File: config.mk
export PLATFORM = sky130hd
export DESIGN_NAME = hazard_stall_unit
export DESIGN_NICKNAME = d
export VERILOG_FILES = /design/src/rtl/hazard_pkg.sv /design/src/rtl/mdu_scoreboard.sv /design/src/rtl/hazard_stall_unit.sv
export SDC_FILE = /design/constraint.sdc
export NUM_CORES = 1
export LEC_CHECK = 0
export BUFFER_PORTS_ARGS = -buffer_cell sky130_fd_sc_hd__clkbuf_2
export CORE_UTILIZATION = 41
export CTS_BUF_LIST = sky130_fd_sc_hd__clkbuf_16
export DETAILED_ROUTE_END_ITERATION = 16
export GPL_TIMING_DRIVEN = 0
export PLACE_DENSITY = 0.85
export SYNTH_ARGS = -nofsm -noshare
export SYNTH_HDL_FRONTEND = slang
export SYNTH_HIERARCHICAL = 1
export SYNTH_SLANG_ARGS = --single-unit
File: constraint.sdc
create_clock -name clk -period 1.8 [get_ports clk]
set_input_delay 0.36 -clock clk [delete_from_list [all_inputs] [get_ports clk]]
set_output_delay 0.36 -clock clk [all_outputs]
set_load 0.01 [all_outputs]
File: src/rtl/hazard_pkg.sv
// Shared definitions for the hazard stall unit: register specifier width,
// MDU scoreboard state encoding and the hard-wired zero register.
package hazard_pkg;

    localparam int unsigned REG_W = 5;

    // Register $0 reads as zero and never creates a dependency.
    localparam int unsigned ZERO_REG = 0;

    typedef enum logic {
        StRun     = 1'b0,
        StMduWait = 1'b1
    } mdu_state_e;

endpackage

File: src/rtl/mdu_scoreboard.sv
// One-entry scoreboard for the multicycle MDU: tracks the destination register
// of the in-flight mul/div and counts down to the cycle its result is usable.
module mdu_scoreboard
    import hazard_pkg::*;
#(
    parameter int unsigned MDU_LATENCY = 4,
    parameter int unsigned REG_W       = hazard_pkg::REG_W
) (
    input  logic             clk,
    input  logic             rst,
    input  logic             mdu_start,
    input  logic [REG_W-1:0] rd_in,
    output logic             mdu_busy,
    output logic             mdu_done,
    output logic [REG_W-1:0] mdu_rd
);

    localparam int unsigned CNT_W = $clog2(MDU_LATENCY) + 1;
    localparam logic [CNT_W-1:0] CntLoad = CNT_W'(MDU_LATENCY - 1);

    mdu_state_e       state_q;
    logic [CNT_W-1:0] cnt_q;
    logic [REG_W-1:0] rd_q;
    logic             done_q;

    // Scoreboard FSM: a new issue always reloads, even over a pending entry.
    always_ff @(posedge clk) begin
        if (rst) begin
            state_q <= StRun;
            cnt_q   <= '0;
            rd_q    <= '0;
            done_q  <= 1'b0;
        end else begin
            done_q <= 1'b0;
            if (mdu_start) begin
                state_q <= StMduWait;
                cnt_q   <= CntLoad;
                rd_q    <= rd_in;
            end else if (state_q == StMduWait) begin
                if (cnt_q == CNT_W'(1)) begin
                    cnt_q   <= '0;
                    done_q  <= 1'b1;
                    state_q <= StRun;
                end else begin
                    cnt_q <= cnt_q - CNT_W'(1);
                end
            end
        end
    end

    // Reset drops the entry in the same cycle it is asserted.
    always_comb begin
        mdu_busy = (state_q == StMduWait) && !rst;
        mdu_done = done_q && !rst;
        mdu_rd   = rd_q;
    end

endmodule

File: src/rtl/hazard_stall_unit.sv
// Stall-side hazard detection for the 5-stage pipeline: load-use, ID-stage
// branch operand dependencies and pending MDU results.
// Optional statistics counters are enabled with `define HAZARD_STATS_EN.
module hazard_stall_unit
    import hazard_pkg::*;
#(
    parameter int unsigned MDU_LATENCY = 4,
    parameter int unsigned REG_W       = hazard_pkg::REG_W
) (
    input  logic             clk,
    input  logic             rst,
    input  logic [REG_W-1:0] rs1_ifid,
    input  logic [REG_W-1:0] rs2_ifid,
    input  logic             use_rs1_id,
    input  logic             use_rs2_id,
    input  logic             branch_id,
    input  logic             mdu_op_id,
    input  logic [REG_W-1:0] rd_idex,
    input  logic             writeBack_idex,
    input  logic             memread_idex,
    input  logic             mdu_start_idex,
    input  logic [REG_W-1:0] rd_exmem,
    input  logic             memread_exmem,
    output logic             pc_write_en,
    output logic             ifid_write_en,
    output logic             idex_bubble,
    output logic             mdu_busy,
    output logic             mdu_done,
    output logic [REG_W-1:0] mdu_rd
`ifdef HAZARD_STATS_EN
    ,
    output logic [31:0]      stall_cycles,
    output logic [15:0]      lu_count
`endif
);

    logic lu;
    logic br;
    logic md;
    logic stall;

    // True when r is a live, nonzero source of the instruction in ID.
    function automatic logic reg_match(input logic [REG_W-1:0] r,
                                       input logic [REG_W-1:0] rs1,
                                       input logic [REG_W-1:0] rs2,
                                       input logic             use1,
                                       input logic             use2);
        return (r != REG_W'(ZERO_REG)) && ((use1 && r == rs1) || (use2 && r == rs2));
    endfunction

    mdu_scoreboard #(
        .MDU_LATENCY (MDU_LATENCY),
        .REG_W       (REG_W)
    ) u_mdu_scoreboard (
        .clk       (clk),
        .rst       (rst),
        .mdu_start (mdu_start_idex),
        .rd_in     (rd_idex),
        .mdu_busy  (mdu_busy),
        .mdu_done  (mdu_done),
        .mdu_rd    (mdu_rd)
    );

    // Hazard sources are unprioritised; any of them freezes IF/ID and bubbles EX.
    always_comb begin
        lu = memread_idex &&
             reg_match(rd_idex, rs1_ifid, rs2_ifid, use_rs1_id, use_rs2_id);
        br = branch_id &&
             ((writeBack_idex &&
               reg_match(rd_idex, rs1_ifid, rs2_ifid, use_rs1_id, use_rs2_id)) ||
              (memread_exmem &&
               reg_match(rd_exmem, rs1_ifid, rs2_ifid, use_rs1_id, use_rs2_id)));
        md = mdu_busy &&
             (reg_match(mdu_rd, rs1_ifid, rs2_ifid, use_rs1_id, use_rs2_id) || mdu_op_id);
        stall         = (lu || br || md) && !rst;
        pc_write_en   = !stall;
        ifid_write_en = !stall;
        idex_bubble   = stall;
    end

`ifdef HAZARD_STATS_EN
    // Saturating performance counters.
    always_ff @(posedge clk) begin
        if (rst) begin
            stall_cycles <= '0;
            lu_count     <= '0;
        end else begin
            if (stall && stall_cycles != '1) begin
                stall_cycles <= stall_cycles + 32'd1;
            end
            if (lu && lu_count != '1) begin
                lu_count <= lu_count + 16'd1;
            end
        end
    end
`endif

endmodule
==> impl_metrics.csv, run 1 <==
group,metric,value,unit
floorplan,fp-row-count,16,
setup_path,startpoint,"rd_idex[3]",
logic_synthesis,synth_compound_area_share,6.569,%
route,vias,891,
placed_design,hpwl,1.710,mm
setup_path,worstSetupStartpointType,"input pin",
finish,instances_no_fill,173,
logic_synthesis,netlist_instances,102,
route,drt-met1-wl,963,um
logic_synthesis,syn_area_per_cell,8.403,um2
timing,max_clock_freq,458.9,MHz
setup_path,cpMostUsedCell,"buf_6",
logic_synthesis,synthMuxAreaShare,7.007,%
floorplan,io_pins,40,
finish,multiInputGateArea,673.1,um2
timing,hold_ws,390.4,ps
logic_synthesis,yosys.area.top_type,"xor2_1",
global_route,grt_pass1_vias,802,
clock_network,cts_tree,"yes",
timing,finalSetupViolCount,3,
setup_path,path_buf_inv,3,
clock_network,path_clk_slew,40,ps
setup_path,worstSetupPathType,"in -> out",
floorplan,fp.dieH,47.72,um
timing,rsz0062_at_grt,"true",
finish,final_cell_mix,"28 x clkbuf_2, 21 x xor2_1, 12 x nor2_1",
logic_synthesis,netlist_area,857.1,um2
clock_network,clk-insertion-delay-late,240,ps
setup_path,cp_slowest_cell,"a2111o_1",
floorplan,die_w,47.72,um
clock_network,cts_buffer_depth,2,
timing,worst_slack,-379.3,ps
power_and_ir_drop,ir_worst_vdd,0.5816,mV
finish,n_antenna_cell,0,
outcome,outcome,"complete, but fails checks",
clock_network,numCtsBuffers,3,
finish,finalNetCount,179,
route,ant_nets,0,
timing,min_period,2179,ps
timing,finalHoldViolCount,0,
route,routed-wl-met3,116,um
power_and_ir_drop,cellLeakagePower,0.6052,nW
min_path,min_from,"rd_idex[1]",
clock_network,cts_sinks,10,
setup_path,rrSetupSlack,750,ps
global_route,grt_pass1_wl,3.139,mm
route,drc_errors,0,
finish,ff_latch_area,202.7,um2
logic_synthesis,synth_xor_area_share,31.68,%
setup_path,crit_path_max_incr_delay,430,ps
setup_path,r2r-start,"u_mdu_scoreboard/cnt_q[0]",
logic_synthesis,netlist.area_leader.share,25.55,%
clock_network,holdBufCountCts,0,
logic_synthesis,synth.area.top_cells,"xor2_1 26%, dfxtp_1 23%, mux2i_1 7.0%",
setup_path,cp_data_required_time,1440,ps
logic_synthesis,synth.distinct_cells,27,
finish,syn2layout_area_growth,51.24,%
route,wire_per_inst,13.52,um
logic_synthesis,ys_warn_count,6,
logic_synthesis,seq_area_frac_synth,23.36,%
setup_path,crit_fanout,4,
logic_synthesis,synth_top_family_by_area,"XOR/XNOR gates",
route,wl_met2,1.259,mm
timing,relSlewSlack,80.80,%
floorplan,coreArea,1962,um2
logic_synthesis,syn_nets,134,
min_path,min_path_type,"in -> reg",
placed_design,post-place-cells,167,
finish,drive_gt1_share,39.73,%
setup_path,cp_top_family,"simple AND/OR/NAND/NOR gates",
logic_synthesis,synth_fa_ha_area_share,2.920,%
placed_design,gp_congestion,0.9480,
placed_design,port_buffers,38,
route,viasPerCell,5.150,
route,finalWirelength,2.339,mm
finish,final_common_cell,"clkbuf_2",
power_and_ir_drop,p_per_area,671.8,nW/um2
setup_path,worstPathArrival,1820,ps
outcome,violations,"setup timing",
global_route,grt_start_max_net_pins,11,
global_route,gr-total-overflow,0,
clock_network,cts_max_level,1,
global_route,antenna_found_initial,0,
floorplan,start_util,43.69,%
job,drv_cap,0,
setup_path,worstPathCellList,"buf_12 > xor2_2 > nor4_2 > nand3_1 > a2111o_1 > and4_4 > buf_6 > buf_6",
logic_synthesis,ys_seq_elements,10,
finish,nFillCells,166,
route,dr.max_layer_used,"met3",
route,drt_iter0_drc,7,
timing,finalCritPeriodShare,121.1,%
route,first_pass_iters,4,
global_route,track_usage,20.14,%
setup_path,crit_path_end_kind,"primary output",
finish,fin_util,66.07,%
timing,report.final.slew_viol_count,0,
logic_synthesis,synthSimpleGateAreaFrac,24.82,%
timing,worst_slew_pin_slew,285.0,ps
floorplan,dieArea,2277,um2
timing,skew,2.460,ps
clock_network,clock-root-buffer,"clkbuf_16",
tightest hold or removal path: stages:
cell,delay (ps)
buf_8,90
mux2i_1,60
nor2_1,80
final timing paths:
path,end,cells past startpoint
max,pc_write_en,8
min,u_mdu_scoreboard/mdu_rd[1],3
max reg2reg,u_mdu_scoreboard/cnt_q[1],4
min reg2reg,u_mdu_scoreboard/cnt_q[1],2
flip-flops by register name (all words and copies together), names as in the netlist:
| register | flops |
|---|---|
| u_mdu_scoreboard/done_q | 1 |
| u_mdu_scoreboard/state_q | 1 |
| u_mdu_scoreboard/mdu_rd | 5 |
| u_mdu_scoreboard/cnt_q | 3 |
layout make-up:
| class | instances | share of cell area, % |
|---|---|---|
| multi-input cells | 86 | 51.93 |
| plain buffers | 3 | 1.834 |
| clock inverters | 1 | 0.2896 |
| repair buffers | 40 | 21.04 |
| clock buffers | 3 | 5.792 |
| inverters | 3 | 0.8687 |
| well taps | 27 | 2.606 |
| flip-flops and latches | 10 | 15.64 |
timing repair:
action / CTS / global route
buffers inserted: 1 / 1
pin swaps: 2 / 2
setup endpoints to repair: 3 / 3
resized for setup: 10 / 17
Yosys cell counts:
| cell | instances |
|---|---|
| a21o_1 | 1 |
| nand3b_1 | 1 |
| and4_1 | 1 |
| a211oi_1 | 1 |
| or4_1 | 1 |
| nand3_1 | 4 |
| dfxtp_1 | 10 |
| nand2_1 | 3 |
| buf_2 | 1 |
| mux2i_1 | 6 |
| a2111o_1 | 1 |
| nor2b_1 | 2 |
| xor2_1 | 25 |
| o21ai_0 | 2 |
| a21oi_1 | 4 |
| nor3_1 | 2 |
| xnor2_1 | 6 |
| nand4_1 | 1 |
| or4_2 | 1 |
| buf_4 | 2 |
| nor2_1 | 12 |
| nor4_1 | 5 |
| inv_1 | 3 |
| nand2b_1 | 1 |
| ha_1 | 2 |
| nor4_2 | 2 |
| and3_1 | 2 |
power by group:
group | total, W | switching, W | internal (W)
clock | 0.000391 | 0.000100 | 0.000291
sequential | 0.000253 | 0.0000166 | 0.000237
combinational | 0.000226 | 0.000112 | 0.000114
total | 0.000871 | 0.000229 | 0.000642
metal layers:
metal	vias to the layer above	track usage [%]
met5	-	0
met4	0	8.333
met3	0	3.774
met2	34	39.46
met1	418	20.41
li1	439	-
logic make-up after synthesis:
kind of cell,count (synthesis)
compound gates,9
buf+inv,6
flops,10
mux,6
xor+xnor,31
simple gates,38
fa+ha+maj,2
stage by stage:
stage          setup TNS (ps)  power (W)  setup WS (ps)  cell area [um2]
2_1_floorplan          -99.07  0.0003627         -99.07            865.8
3_3_place_gp           -936.6  0.0004400         -398.0             1090
3_5_place_dp            -1017  0.0004497         -424.9             1090
5_1_grt                 -1137  0.0009175         -459.3             1296
6_report               -890.1  0.0008708         -379.3             1296
4_1_cts                -919.9  0.0008588         -390.7             1229
No activity file was read; power rests on OpenSTA's default activity.
==> run 2: changes to the inputs <==
--- a/config.mk
+++ b/config.mk
@@ -6,6 +6,7 @@
 export NUM_CORES = 1
 export LEC_CHECK = 0
 export BUFFER_PORTS_ARGS = -buffer_cell sky130_fd_sc_hd__clkbuf_2
+export CORE_ASPECT_RATIO = 1.1
 export CORE_UTILIZATION = 41
 export CTS_BUF_LIST = sky130_fd_sc_hd__clkbuf_16
 export DETAILED_ROUTE_END_ITERATION = 16
==> impl_metrics.csv, run 2 (synthesis results as in run 1) <==
group,metric,value,unit
setup_path,worstPathArrival,1820,ps
global_route,gr-total-overflow,0,
global_route,grt_start_max_net_pins,11,
finish,drive_gt1_share,43.84,%
job,drv_cap,0,
setup_path,worstSetupStartpointType,"input pin",
route,wire_per_inst,13.87,um
finish,finalNetCount,180,
finish,nFillCells,141,
clock_network,numCtsBuffers,3,
floorplan,coreArea,1862,um2
finish,final_common_cell,"clkbuf_2",
setup_path,cp_data_required_time,1440,ps
global_route,grt_pass1_vias,850,
timing,finalCritPeriodShare,121.3,%
power_and_ir_drop,internal-power,0.0006451,W
floorplan,fp.dieH,49.95,um
outcome,outcome,"complete, but fails checks",
timing,worst_slack,-383.5,ps
power_and_ir_drop,cellLeakagePower,0.6146,nW
route,drt_iter0_drc,7,
clock_network,clock-root-buffer,"clkbuf_16",
timing,worst_slew_pin_slew,299.2,ps
power_and_ir_drop,power_frac_seq,29.2,%
global_route,antenna_found_initial,0,
clock_network,cts_max_level,1,
setup_path,crit_fanout,3,
setup_path,cp_slowest_cell,"a2111o_1",
setup_path,crit_path_end_kind,"primary output",
global_route,track_usage,20.97,%
route,ant_nets,0,
timing,min_period,2184,ps
outcome,violations,"setup timing",
min_path,min_path_type,"in -> reg",
power_and_ir_drop,combPwrFrac,27.0,%
clock_network,holdBufCountCts,0,
route,vias,889,
timing,finalHoldViolCount,0,
global_route,grt_pass1_wl,3.484,mm
floorplan,start_util,46.03,%
timing,rsz0062_at_grt,"true",
route,drc_errors,0,
power_and_ir_drop,clkPwrFrac,43.8,%
timing,report.final.slew_viol_count,0,
power_and_ir_drop,p_switching,0.0002268,W
timing,skew,2.718,ps
finish,fin_util,71.30,%
power_and_ir_drop,p_per_area,656.8,nW/um2
finish,syn2layout_area_growth,54.89,%
setup_path,worstSetupPathType,"in -> out",
timing,finalSetupViolCount,3,
clock_network,path_clk_slew,40,ps
setup_path,cpMostUsedCell,"buf_6",
timing,hold_ws,404.3,ps
clock_network,cts_buffer_depth,2,
clock_network,cts_sinks,10,
floorplan,dieArea,2277,um2
power_and_ir_drop,switching_share,26.01,%
clock_network,clk-insertion-delay-late,230,ps
placed_design,port_buffers,38,
timing,max_clock_freq,458.0,MHz
timing,fin_tns_setup,-889.0,ps
route,viasPerCell,5.139,
timing,relSlewSlack,79.89,%
floorplan,die_w,45.60,um
setup_path,crit_path_max_incr_delay,440,ps
route,first_pass_iters,3,
setup_path,worstPathCellList,"buf_8 > xor2_2 > nor4_1 > nand3_1 > a2111o_1 > and4_4 > buf_6 > buf_6",
floorplan,io_pins,40,
placed_design,gp_congestion,0.9373,
route,finalWirelength,2.399,mm
finish,largest_reg_flops,5,
clock_network,cts_tree,"yes",
finish,final_cell_mix,"28 x clkbuf_2, 22 x xor2_1, 11 x nor2_1",
power_and_ir_drop,ir_worst_vdd,0.6568,mV
finish,n_antenna_cell,0,
floorplan,fp-row-count,16,
placed_design,hpwl,1.775,mm
==> run 2: cell type report <==
| type | count | area, um2 | share of cell area (%) |
|---|---|---|---|
| Buffer | 3 | 23.77 | 1.791 |
| Clock buffer | 3 | 75.07 | 5.655 |
| Inverter | 3 | 11.26 | 0.8483 |
| Multi-Input combinational cell | 86 | 688.2 | 51.84 |
| Sequential cell | 10 | 205.2 | 15.46 |
| Tap cell | 27 | 33.78 | 2.545 |
| Timing Repair Buffer | 41 | 290.3 | 21.87 |
==> run 2: critical path: cells and delay by family <==
family / cells / cell delay (ps)
AO/OA/AOI/OAI: 1 / 440
buffers and inverters: 3 / 330
XOR/XNOR: 1 / 170
AND/OR/NAND/NOR: 3 / 530
==> run 2: power by group through the flow <==
stage / Clock, W / Sequential [W] / Combinational (W)
final: 0.000382 / 0.000254 / 0.000236
after global routing: 0.000399 / 0.000256 / 0.000255
after CTS: 0.000390 / 0.000253 / 0.000214
after detailed placement: 0 / 0.000256 / 0.000194
after global placement: 0 / 0.000255 / 0.000185
after floorplan: 0 / 0.000256 / 0.000107
==> run 2: timing repair <==
item                                    CTS  global route
pin swaps                                 2             4
setup buffers                             3             0
endpoints found under the setup margin    3             3
resized for setup                        11            24
==> run 2: final timing paths <==
| kind | cells after the start | startpoint | slack [ps] | endpoint |
|---|---|---|---|---|
| min | 3 | rd_idex[3] | 400 | u_mdu_scoreboard/mdu_rd[3] |
| max | 8 | rs2_ifid[0] | -380 | pc_write_en |
| min reg2reg | 2 | u_mdu_scoreboard/cnt_q[1] | 530 | u_mdu_scoreboard/cnt_q[1] |
| max reg2reg | 4 | u_mdu_scoreboard/cnt_q[0] | 760 | u_mdu_scoreboard/cnt_q[1] |
==> run 2: metrics by stage <==
stage | cells | instance area (um2) | total power [W] | worst slack [ps]
after floorplan | 102 | 865.8 | 0.0003627 | -99.07
after global placement | 167 | 1090 | 0.0004403 | -401.0
after detailed placement | 167 | 1090 | 0.0004502 | -402.2
after CTS | 173 | 1255 | 0.0008565 | -363.7
after global routing | 173 | 1328 | 0.0009108 | -410.8
final | 173 | 1328 | 0.0008719 | -383.5
==> run 2: routing by layer <==
metal  routed length, um  up-vias  share of wire (%)  GRT usage (%)
met5                   0        -                  0              0
met4                  80        0                3.3          9.596
met3                 124        9                5.2          3.297
met2                1240       36                 52          39.05
met1                 954      402                 40          21.46
li1                    -      442                  -              -
==> run 3: changes to the inputs <==
--- a/config.mk
+++ b/config.mk
@@ -12,6 +12,7 @@
 export DETAILED_ROUTE_END_ITERATION = 16
 export GPL_TIMING_DRIVEN = 0
 export PLACE_DENSITY = 0.85
+export REMOVE_ABC_BUFFERS = 1
 export SYNTH_ARGS = -nofsm -noshare
 export SYNTH_HDL_FRONTEND = slang
 export SYNTH_HIERARCHICAL = 1
==> impl_metrics.csv, run 3 (synthesis results as in run 1) <==
group,metric,value,unit
clock_network,path_clk_slew,40,ps
clock_network,cts_tree,"yes",
setup_path,rrSetupSlack,710,ps
global_route,grt_start_max_net_pins,16,
power_and_ir_drop,power.total,0.0008477,W
floorplan,fp.dieH,49.95,um
power_and_ir_drop,cellLeakagePower,0.5751,nW
finish,nFillCells,154,
finish,syn2layout_area_growth,43.36,%
setup_path,cp_data_required_time,1440,ps
floorplan,die_w,45.60,um
global_route,gr-total-overflow,0,
finish,finalNetCount,176,
route,drt_iter0_drc,28,
global_route,antenna_found_initial,0,
clock_network,cts_buffer_depth,2,
route,drc_errors,0,
placed_design,hpwl,1.802,mm
timing,relSlewSlack,75.78,%
route,first_pass_iters,4,
clock_network,holdBufCountCts,0,
route,ant_nets,0,
outcome,violations,"setup timing",
global_route,grt_pass1_vias,841,
finish,drive_gt1_share,35.92,%
setup_path,crit_path_max_incr_delay,440,ps
finish,n_antenna_cell,0,
finish,fin_util,65.99,%
setup_path,worstPathCellList,"buf_6 > xor2_2 > nor4_2 > nand3_1 > a2111o_1 > and4_1 > buf_2",
clock_network,clk-insertion-delay-late,230,ps
timing,worst_slack,-359.8,ps
timing,min_period,2160,ps
setup_path,cp_top_family,"simple AND/OR/NAND/NOR gates",
clock_network,cts_sinks,10,
timing,max_clock_freq,463.0,MHz
placed_design,port_buffers,39,
global_route,use_met1,25.11,%
global_route,track_usage,21.80,%
clock_network,numCtsBuffers,3,
route,wire_per_inst,14.50,um
route,vias,922,
clock_network,cts_max_level,1,
clock_network,clock-root-buffer,"clkbuf_16",
floorplan,io_pins,40,
timing,finalSetupViolCount,3,
finish,final_area,1229,um2
power_and_ir_drop,p_per_area,689.9,nW/um2
setup_path,crit_fanout,3,
power_and_ir_drop,ir_worst_vdd,0.7521,mV
placed_design,gp_congestion,0.8593,
floorplan,start_util,46.03,%
min_path,min_from,"rd_idex[3]",
floorplan,fp-row-count,16,
setup_path,r2r-start,"u_mdu_scoreboard/cnt_q[0]",
outcome,outcome,"complete, but fails checks",
timing,hold_ws,401.8,ps
setup_path,worstSetupPathDepth,7,
finish,final_cell_mix,"32 x clkbuf_2, 22 x xor2_1, 12 x nor2_1",
setup_path,worstPathArrival,1800,ps
finish,final_common_cell,"clkbuf_2",
timing,rsz0062_at_grt,"true",
setup_path,worstSetupStartpointType,"input pin",
setup_path,path_buf_inv,2,
global_route,busiest_layer,"met2",
global_route,grt_pass1_wl,3.574,mm
floorplan,coreArea,1862,um2
timing,worst_slew_pin_slew,360.0,ps
setup_path,worstSetupPathType,"in -> out",
global_route,met2_usage,33.81,%
min_path,min_path_type,"in -> reg",
placed_design,postPlaceCellArea,1066,um2
route,finalWirelength,2.451,mm
job,drv_cap,0,
finish,largest_reg_flops,5,
setup_path,startpoint,"rs2_ifid[3]",
route,viasPerCell,5.456,
setup_path,crit_path_end_kind,"primary output",
setup_path,reg2regPathDepth,4,
timing,report.final.slew_viol_count,0,
setup_path,r2r_end,"u_mdu_scoreboard/cnt_q[1]",
setup_path,cp_slowest_cell,"a2111o_1",
timing,finalHoldViolCount,0,
timing,finalCritPeriodShare,120.0,%
setup_path,endpoint,"pc_write_en",
floorplan,dieArea,2277,um2
global_route,use_met3,9.158,%
timing,skew,4.994,ps
## run 3: changes by cell type in the layout (fill, tap and decap cells not counted), sizes merged
cell    change
clkbuf      +4
buf         -8
## run 3: how the worst min path moves through the flow
stage | end | slack (ps) | cells past startpoint
floorplan | u_mdu_scoreboard/cnt_q[1] | 430 | 1
global placement | u_mdu_scoreboard/cnt_q[1] | 520 | 2
detailed placement | u_mdu_scoreboard/cnt_q[1] | 550 | 2
CTS | u_mdu_scoreboard/mdu_rd[2] | 420 | 3
global route | u_mdu_scoreboard/mdu_rd[2] | 400 | 3
finish | u_mdu_scoreboard/mdu_rd[3] | 400 | 3
## run 3: power breakdown
part	total (W)	internal [W]	switching [W]	leakage [nW]
Combinational	0.000215	0.000103	0.000112	0.455
Clock	0.000379	0.000287	0.0000923	0.0370
Sequential	0.000254	0.000236	0.0000173	0.0826
## run 3: worst min-delay path, delay by kind of cell
family                 cells  cell delay [ps]
and+or+nand+nor            1               80
buffers and inverters      1               90
muxes                      1               60
## run 3: metrics by stage
stage                     worst slack [ps]  std cells  TNS [ps]
after CTS                           -348.8        169    -961.4
final                               -359.8        169    -966.3
after global placement              -347.6        165    -963.9
after floorplan                     -47.40         99    -94.80
after detailed placement            -397.7        165     -1109
after global routing                -446.4        169     -1255
## run 3: timing repair
action | 4_1_cts | 5_1_grt
pin swaps | 4 | 4
resized for setup | 5 | 17
endpoints found under the setup margin | 3 | 3
setup buffers | 1 | 0
## run 3: per-layer routing
metal	wire length [um]	part of all wire [%]
met4	62	2.5
met3	205	8.4
met1	973	40
met5	0	0
met2	1210	49
## run 3: layout make-up
cell class	instances	area, um2	area share (%)
Multi-Input combinational cell	86	660.6	53.77
Timing Repair Buffer	40	247.7	20.16
Clock buffer	3	75.07	6.110
Sequential cell	10	200.2	16.29
Inverter	3	11.26	0.9165
Tap cell	27	33.78	2.749
